--- config.mk ---
export PLATFORM = sky130hd
export DESIGN_NAME = hazard_control_unit
export DESIGN_NICKNAME = d
export VERILOG_FILES = /design/src/rtl/cpu_pipe_pkg.sv /design/src/rtl/hazard_perf_counters.sv /design/src/rtl/hazard_control_unit.sv
export SDC_FILE = /design/constraint.sdc
export NUM_CORES = 1
export LEC_CHECK = 0
export ABC_AREA = 1
export CORE_AREA = 5 5 42 44
export CTS_CLUSTER_SIZE = 28
export DETAILED_ROUTE_END_ITERATION = 12
export DIE_AREA = 0 0 47 49
export GPL_TIMING_DRIVEN = 0
export PLACE_DENSITY = 0.75
export SLEW_MARGIN = 20
export SYNTH_ARGS = -nofsm -noshare
export SYNTH_HDL_FRONTEND = slang
export SYNTH_SLANG_ARGS = --single-unit
--- constraint.sdc ---
create_clock -name clk -period 1.6 [get_ports clk]
set_input_delay 0.32 -clock clk [delete_from_list [all_inputs] [get_ports clk]]
set_output_delay 0.32 -clock clk [all_outputs]
set_load 0.03 [all_outputs]
--- src/rtl/cpu_pipe_pkg.sv ---
// Shared pipeline definitions for the 5-stage 16-bit CPU: register address
// width, the hardwired-zero register, the hazard FSM state type and the
// load-use match helper.
package cpu_pipe_pkg;

  localparam int REG_ADDR_W = 3;
  localparam logic [REG_ADDR_W-1:0] REG_ZERO = 3'd0;

  typedef enum logic [0:0] {
    RUN     = 1'b0,
    MC_BUSY = 1'b1
  } hz_state_e;

  // True when a load in EX targets a register the ID instruction reads.
  // r0 is hardwired to zero, so a load into it is never a hazard source.
  function automatic logic load_use_hit(
    input logic                  mem_read,
    input logic [REG_ADDR_W-1:0] ld_rd,
    input logic [REG_ADDR_W-1:0] rs,
    input logic [REG_ADDR_W-1:0] rt,
    input logic                  uses_rt
  );
    return mem_read && (ld_rd != REG_ZERO) &&
           ((ld_rd == rs) || (uses_rt && (ld_rd == rt)));
  endfunction

endpackage

--- src/rtl/hazard_perf_counters.sv ---
// Saturating 16-bit event counters for the hazard unit: stall cycles and
// flush events. Only instantiated when HAZARD_PERF_CNT_EN is defined.
module hazard_perf_counters (
  input  logic        clk,
  input  logic        rst,
  input  logic        stall_i,
  input  logic        flush_i,
  output logic [15:0] stall_cycles_o,
  output logic [15:0] flush_events_o
);

  logic [15:0] stall_q, stall_d;
  logic [15:0] flush_q, flush_d;

  // Increment on each qualifying cycle, holding at all-ones.
  always_comb begin
    stall_d = stall_q;
    flush_d = flush_q;
    if (stall_i && (stall_q != 16'hFFFF)) stall_d = stall_q + 16'd1;
    if (flush_i && (flush_q != 16'hFFFF)) flush_d = flush_q + 16'd1;
  end

  // Counter registers; reset clears them and blocks counting.
  always_ff @(posedge clk or posedge rst) begin
    if (rst) begin
      stall_q <= 16'd0;
      flush_q <= 16'd0;
    end else begin
      stall_q <= stall_d;
      flush_q <= flush_d;
    end
  end

  assign stall_cycles_o = stall_q;
  assign flush_events_o = flush_q;

endmodule

--- src/rtl/hazard_control_unit.sv ---
// Stall/flush controller for the 5-stage pipeline. Handles load-use stalls,
// taken-branch flushes resolved in EX, and multi-cycle EX operations.
// Optional feature macro: HAZARD_PERF_CNT_EN adds stall/flush counters.
module hazard_control_unit
  import cpu_pipe_pkg::*;
#(
  parameter int MC_LATENCY = 4
) (
  input  logic                  clk,
  input  logic                  rst,
  input  logic [REG_ADDR_W-1:0] if_id_rs,
  input  logic [REG_ADDR_W-1:0] if_id_rt,
  input  logic                  if_id_uses_rt,
  input  logic [REG_ADDR_W-1:0] id_ex_rt,
  input  logic                  id_ex_mem_read,
  input  logic                  id_ex_multi,
  input  logic                  ex_branch_taken,
  output logic                  pc_write,
  output logic                  if_id_write,
  output logic                  if_id_flush,
  output logic                  id_ex_flush,
  output logic                  ex_hold,
  output logic                  ex_mem_bubble,
`ifdef HAZARD_PERF_CNT_EN
  output logic [15:0]           stall_cycles,
  output logic [15:0]           flush_events,
`endif
  output logic                  mc_done
);

  // First BUSY cycle count: the RUN trigger cycle is stall #1, the final
  // (count==0) cycle is the done cycle.
  localparam logic [3:0] MC_START = 4'(MC_LATENCY - 2);

  hz_state_e  state_q, state_d;
  logic [3:0] mc_cnt_q, mc_cnt_d;
  logic       lu_hit;

  assign lu_hit = load_use_hit(id_ex_mem_read, id_ex_rt, if_id_rs,
                               if_id_rt, if_id_uses_rt);

  // Next state and combinational control outputs; reset forces the
  // pipeline into a flushed, frozen-PC condition.
  always_comb begin
    state_d       = state_q;
    mc_cnt_d      = mc_cnt_q;
    pc_write      = 1'b1;
    if_id_write   = 1'b1;
    if_id_flush   = 1'b0;
    id_ex_flush   = 1'b0;
    ex_hold       = 1'b0;
    ex_mem_bubble = 1'b0;
    mc_done       = 1'b0;
    unique case (state_q)
      RUN: begin
        if (ex_branch_taken) begin
          // Redirect wins over any stall: the ID instruction is squashed anyway.
          if_id_flush = 1'b1;
          id_ex_flush = 1'b1;
        end else if (id_ex_multi) begin
          pc_write      = 1'b0;
          if_id_write   = 1'b0;
          ex_hold       = 1'b1;
          ex_mem_bubble = 1'b1;
          mc_cnt_d      = MC_START;
          state_d       = MC_BUSY;
        end else if (lu_hit) begin
          pc_write    = 1'b0;
          if_id_write = 1'b0;
          id_ex_flush = 1'b1;
        end
      end
      MC_BUSY: begin
        if (mc_cnt_q != 4'd0) begin
          pc_write      = 1'b0;
          if_id_write   = 1'b0;
          ex_hold       = 1'b1;
          ex_mem_bubble = 1'b1;
          mc_cnt_d      = mc_cnt_q - 4'd1;
        end else begin
          mc_done = 1'b1;
          state_d = RUN;
        end
      end
      default: state_d = RUN;
    endcase
    if (rst) begin
      pc_write      = 1'b0;
      if_id_write   = 1'b0;
      if_id_flush   = 1'b1;
      id_ex_flush   = 1'b1;
      ex_hold       = 1'b0;
      ex_mem_bubble = 1'b0;
      mc_done       = 1'b0;
    end
  end

  // FSM state and multi-cycle down-counter.
  always_ff @(posedge clk or posedge rst) begin
    if (rst) begin
      state_q  <= RUN;
      mc_cnt_q <= 4'd0;
    end else begin
      state_q  <= state_d;
      mc_cnt_q <= mc_cnt_d;
    end
  end

`ifdef HAZARD_PERF_CNT_EN
  hazard_perf_counters u_perf (
    .clk            (clk),
    .rst            (rst),
    .stall_i        (~pc_write),
    .flush_i        (if_id_flush),
    .stall_cycles_o (stall_cycles),
    .flush_events_o (flush_events)
  );
`endif

endmodule
==> results.py <==
metrics = {
    "status": {
        "outcome": "finished with violations",
        "violations": "negative setup slack",
    },
    "critical_path": {
        "critPathBufInv": 4,
        "ff2ff_path_depth": 11,
        "crit_path_max_incr_delay_ns": 0.36,
        "arrival_ns": 1.48,
        "crit_fanout": 4,
        "crit_path_cell_trace": "inv_2 > ha_4 > nand2_4 > nand2_4 > buf_6 > a21oi_4 > buf_6 > buf_6",
        "cp_common_cell": "buf_6",
        "reg2reg_to": "mc_cnt_q[3]$_DFFE_PP0P_",
        "cp-end-kind": "output pin",
        "cp-startpoint": "mc_cnt_q[1]$_DFFE_PP0P_",
        "startpoint_type": "flip-flop",
        "worstSetupPathDepth": 8,
        "crit_family": "buffers and inverters",
        "rr_startpoint": "mc_cnt_q[1]$_DFFE_PP0P_",
        "path_class": "reg2out",
        "required_ns": 1.28,
        "critPathSlowestCell": "dfrtp_1",
        "r2r_slack_ns": 0.11,
        "endpoint": "ex_mem_bubble",
    },
    "timing": {
        "finClkSkew_ns": 0.00614,
        "slew_headroom": 0.812,
        "worst_pin_slew_ns": 0.281,
        "period_share": 1.12,
        "rsz0062_at_grt": "yes",
        "max_freq_ghz": 0.556,
        "setup_viol": 5,
        "slew_viol_final": 0,
        "setup_ws_ns": -0.199,
        "whs_ns": 0.230,
        "hold_violations": 0,
        "period_needed_ns": 1.80,
    },
    "hold_path": {
        "hp-class": "in2async",
    },
    "die": {
        "initial_core_util": 0.319,
        "core_um2": 1400,
        "die_h_um": 49,
        "die_w_um": 47,
        "rows": 14,
        "die_area_um2": 2300,
        "ios": 22,
    },
    "synth": {
        "syn_avg_cell_area_um2": 5.88,
        "synthTopCellsByCount": "nand2_1, inv_1, nor2_1, dfrtp_1, nand3_1",
        "synth_compound_area_frac": 0.0728,
        "synth.most_common_cell": "nand2_1",
        "yosys-top-cells-area": "dfrtp_1, nand2_1, inv_1",
        "yosysTopAreaCell": "dfrtp_1",
        "synth_cell_types": 15,
        "ys_seq_elements": 5,
        "synth_top_family_by_area": "simple AND/OR/NAND/NOR gates",
        "netlist_area_um2": 447,
        "synth_simple_gate_area_frac": 0.431,
        "synthMuxAreaShare": 0,
        "synth_xor_area_frac": 0.0196,
        "syn_nets": 92,
        "async_reset_ff_frac": 1.00,
        "synth_top_area_frac": 0.280,
        "synthCells": 76,
        "synthFlopType": "dfrtp_1",
        "synth_edf_count": 0,
        "synthAdderAreaFrac": 0.0280,
        "yosysWarnings": 0,
        "synth_seq_area_share": 0.280,
    },
    "pwr": {
        "p_total_mw": 1.40,
        "p_leak_nw": 0.505,
        "power.density_nw_per_um2": 1580,
        "ir_drop_uv": 552,
    },
    "detailed_routing": {
        "drc_errors": 0,
        "drt_wl_total_mm": 1.54,
        "topRoutingLayerUsed": "met4",
        "routedLengthMet1_um": 512,
        "drtAntennaViolNets": 0,
        "vias_per_cell": 4.47,
        "num_vias": 604,
        "drt_iter0_drc": 6,
        "drt_pre_antenna_iters": 4,
        "wire_per_inst_um": 11.4,
        "wl_met3_um": 90,
        "route.met2.wl_um": 912,
    },
    "finish": {
        "final_util": 0.633,
        "area_growth_pct": 98.6,
        "fin_cells": 135,
        "drive_above_1_share": 0.462,
        "final_nets": 136,
        "antenna_cells": 0,
    },
    "placement": {
        "place_ws_ns": -0.817,
        "port_buffers": 21,
        "finalWeightedCongestion": 0.760,
        "placed_cells": 113,
        "dp_hpwl_um": 964,
    },
    "global_routing": {
        "grt_max_degree": 6,
        "grt_pass1_wl_mm": 2.25,
        "grtUsageTotal": 0.134,
        "grt_overflow": 0,
        "grt_pass1_vias": 587,
        "antenna_found_initial": 0,
    },
    "clock_tree": {
        "clockRootBuffer": "clkbuf_4",
        "clkSinkCount": 5,
        "ctsLongestPathBuffers": 2,
        "h-tree-depth": 1,
        "clk_pin_slew_ns": 0.05,
        "worst_skew_pair.late_latency_ns": 0.26,
        "numCtsBuffers": 3,
        "holdBufCountCts": 0,
        "cts_tree": "yes",
    },
    "run": {
        "max-cap-violations": 0,
    },
}
[cells in the final DEF (no fill, tap or decap), types with 4 or more instances in the layout]
cell type        instances
nand2_1                 22
buf_4                   19
inv_1                   10
nor2_1                   9
inv_2                    6
buf_6                    6
dlygate4sd2_1            5
clkdlybuf4s15_1          5
nand2_4                  4
dfrtp_1                  4
[report_power, final]
group          switching (mW)  internal [mW]  leakage [nW]  total, mW
Combinational           0.481          0.508         0.431      0.990
Clock                  0.0678         0.0954        0.0150      0.163
Sequential             0.0575          0.190        0.0582      0.247
[flip-flops by register name (all words and copies together) (netlist names)]
register / cells
mc_cnt_q: 4
state_q: 1
[through the flow]
step | cell area (um2) | TNS (ns)
6_report | 887 | -0.731
5_1_grt | 887 | -1.03
4_1_cts | 842 | -0.414
3_5_place_dp | 702 | -4.48
3_3_place_gp | 702 | -4.39
2_1_floorplan | 472 | -0.0304
[how the worst min path moves through the flow]
| stage | startpoint | to | slack, ns |
|---|---|---|---|
| 2_1_floorplan | rst | mc_cnt_q[0]$_DFFE_PP0P_ | 0.1 |
| 3_3_place_gp | mc_cnt_q[0]$_DFFE_PP0P_ | mc_cnt_q[0]$_DFFE_PP0P_ | 0.52 |
| 3_5_place_dp | mc_cnt_q[0]$_DFFE_PP0P_ | mc_cnt_q[0]$_DFFE_PP0P_ | 0.54 |
| 4_1_cts | rst | mc_cnt_q[2]$_DFFE_PP0P_ | 0.23 |
| 5_1_grt | rst | mc_cnt_q[2]$_DFFE_PP0P_ | 0.25 |
| 6_report | rst | mc_cnt_q[1]$_DFFE_PP0P_ | 0.23 |
[repair_timing]
action,CTS,global route
gates resized for setup,71,17
buffers inserted,13,5
pin swaps,13,16
setup endpoints to repair,7,6
[metal layers]
layer | up-vias | global-route usage
met1 | 276 | 0.107
li1 | 309 | -
met5 | - | 0
met3 | 3 | 0.0221
met4 | 0 | 0.0783
met2 | 16 | 0.267
[final cells by class]
class | instances | area [um2]
Fill cell | 144 | 514
Inverter | 16 | 60.1
Multi-Input combinational cell | 53 | 314
Buffer | 2 | 22.5
Clock buffer | 4 | 26.3
Tap cell | 16 | 20.0
Sequential cell | 5 | 126
Timing Repair Buffer | 39 | 318
[cell families after synthesis]
group / count (synthesis)
AND/OR/NAND/NOR: 45
adder cells (fa/ha/maj): 1
flip-flops: 5
buffers and inverters: 18
XOR/XNOR: 1
AO/OA/AOI/OAI: 6
Power figures use the tool's default switching activity.
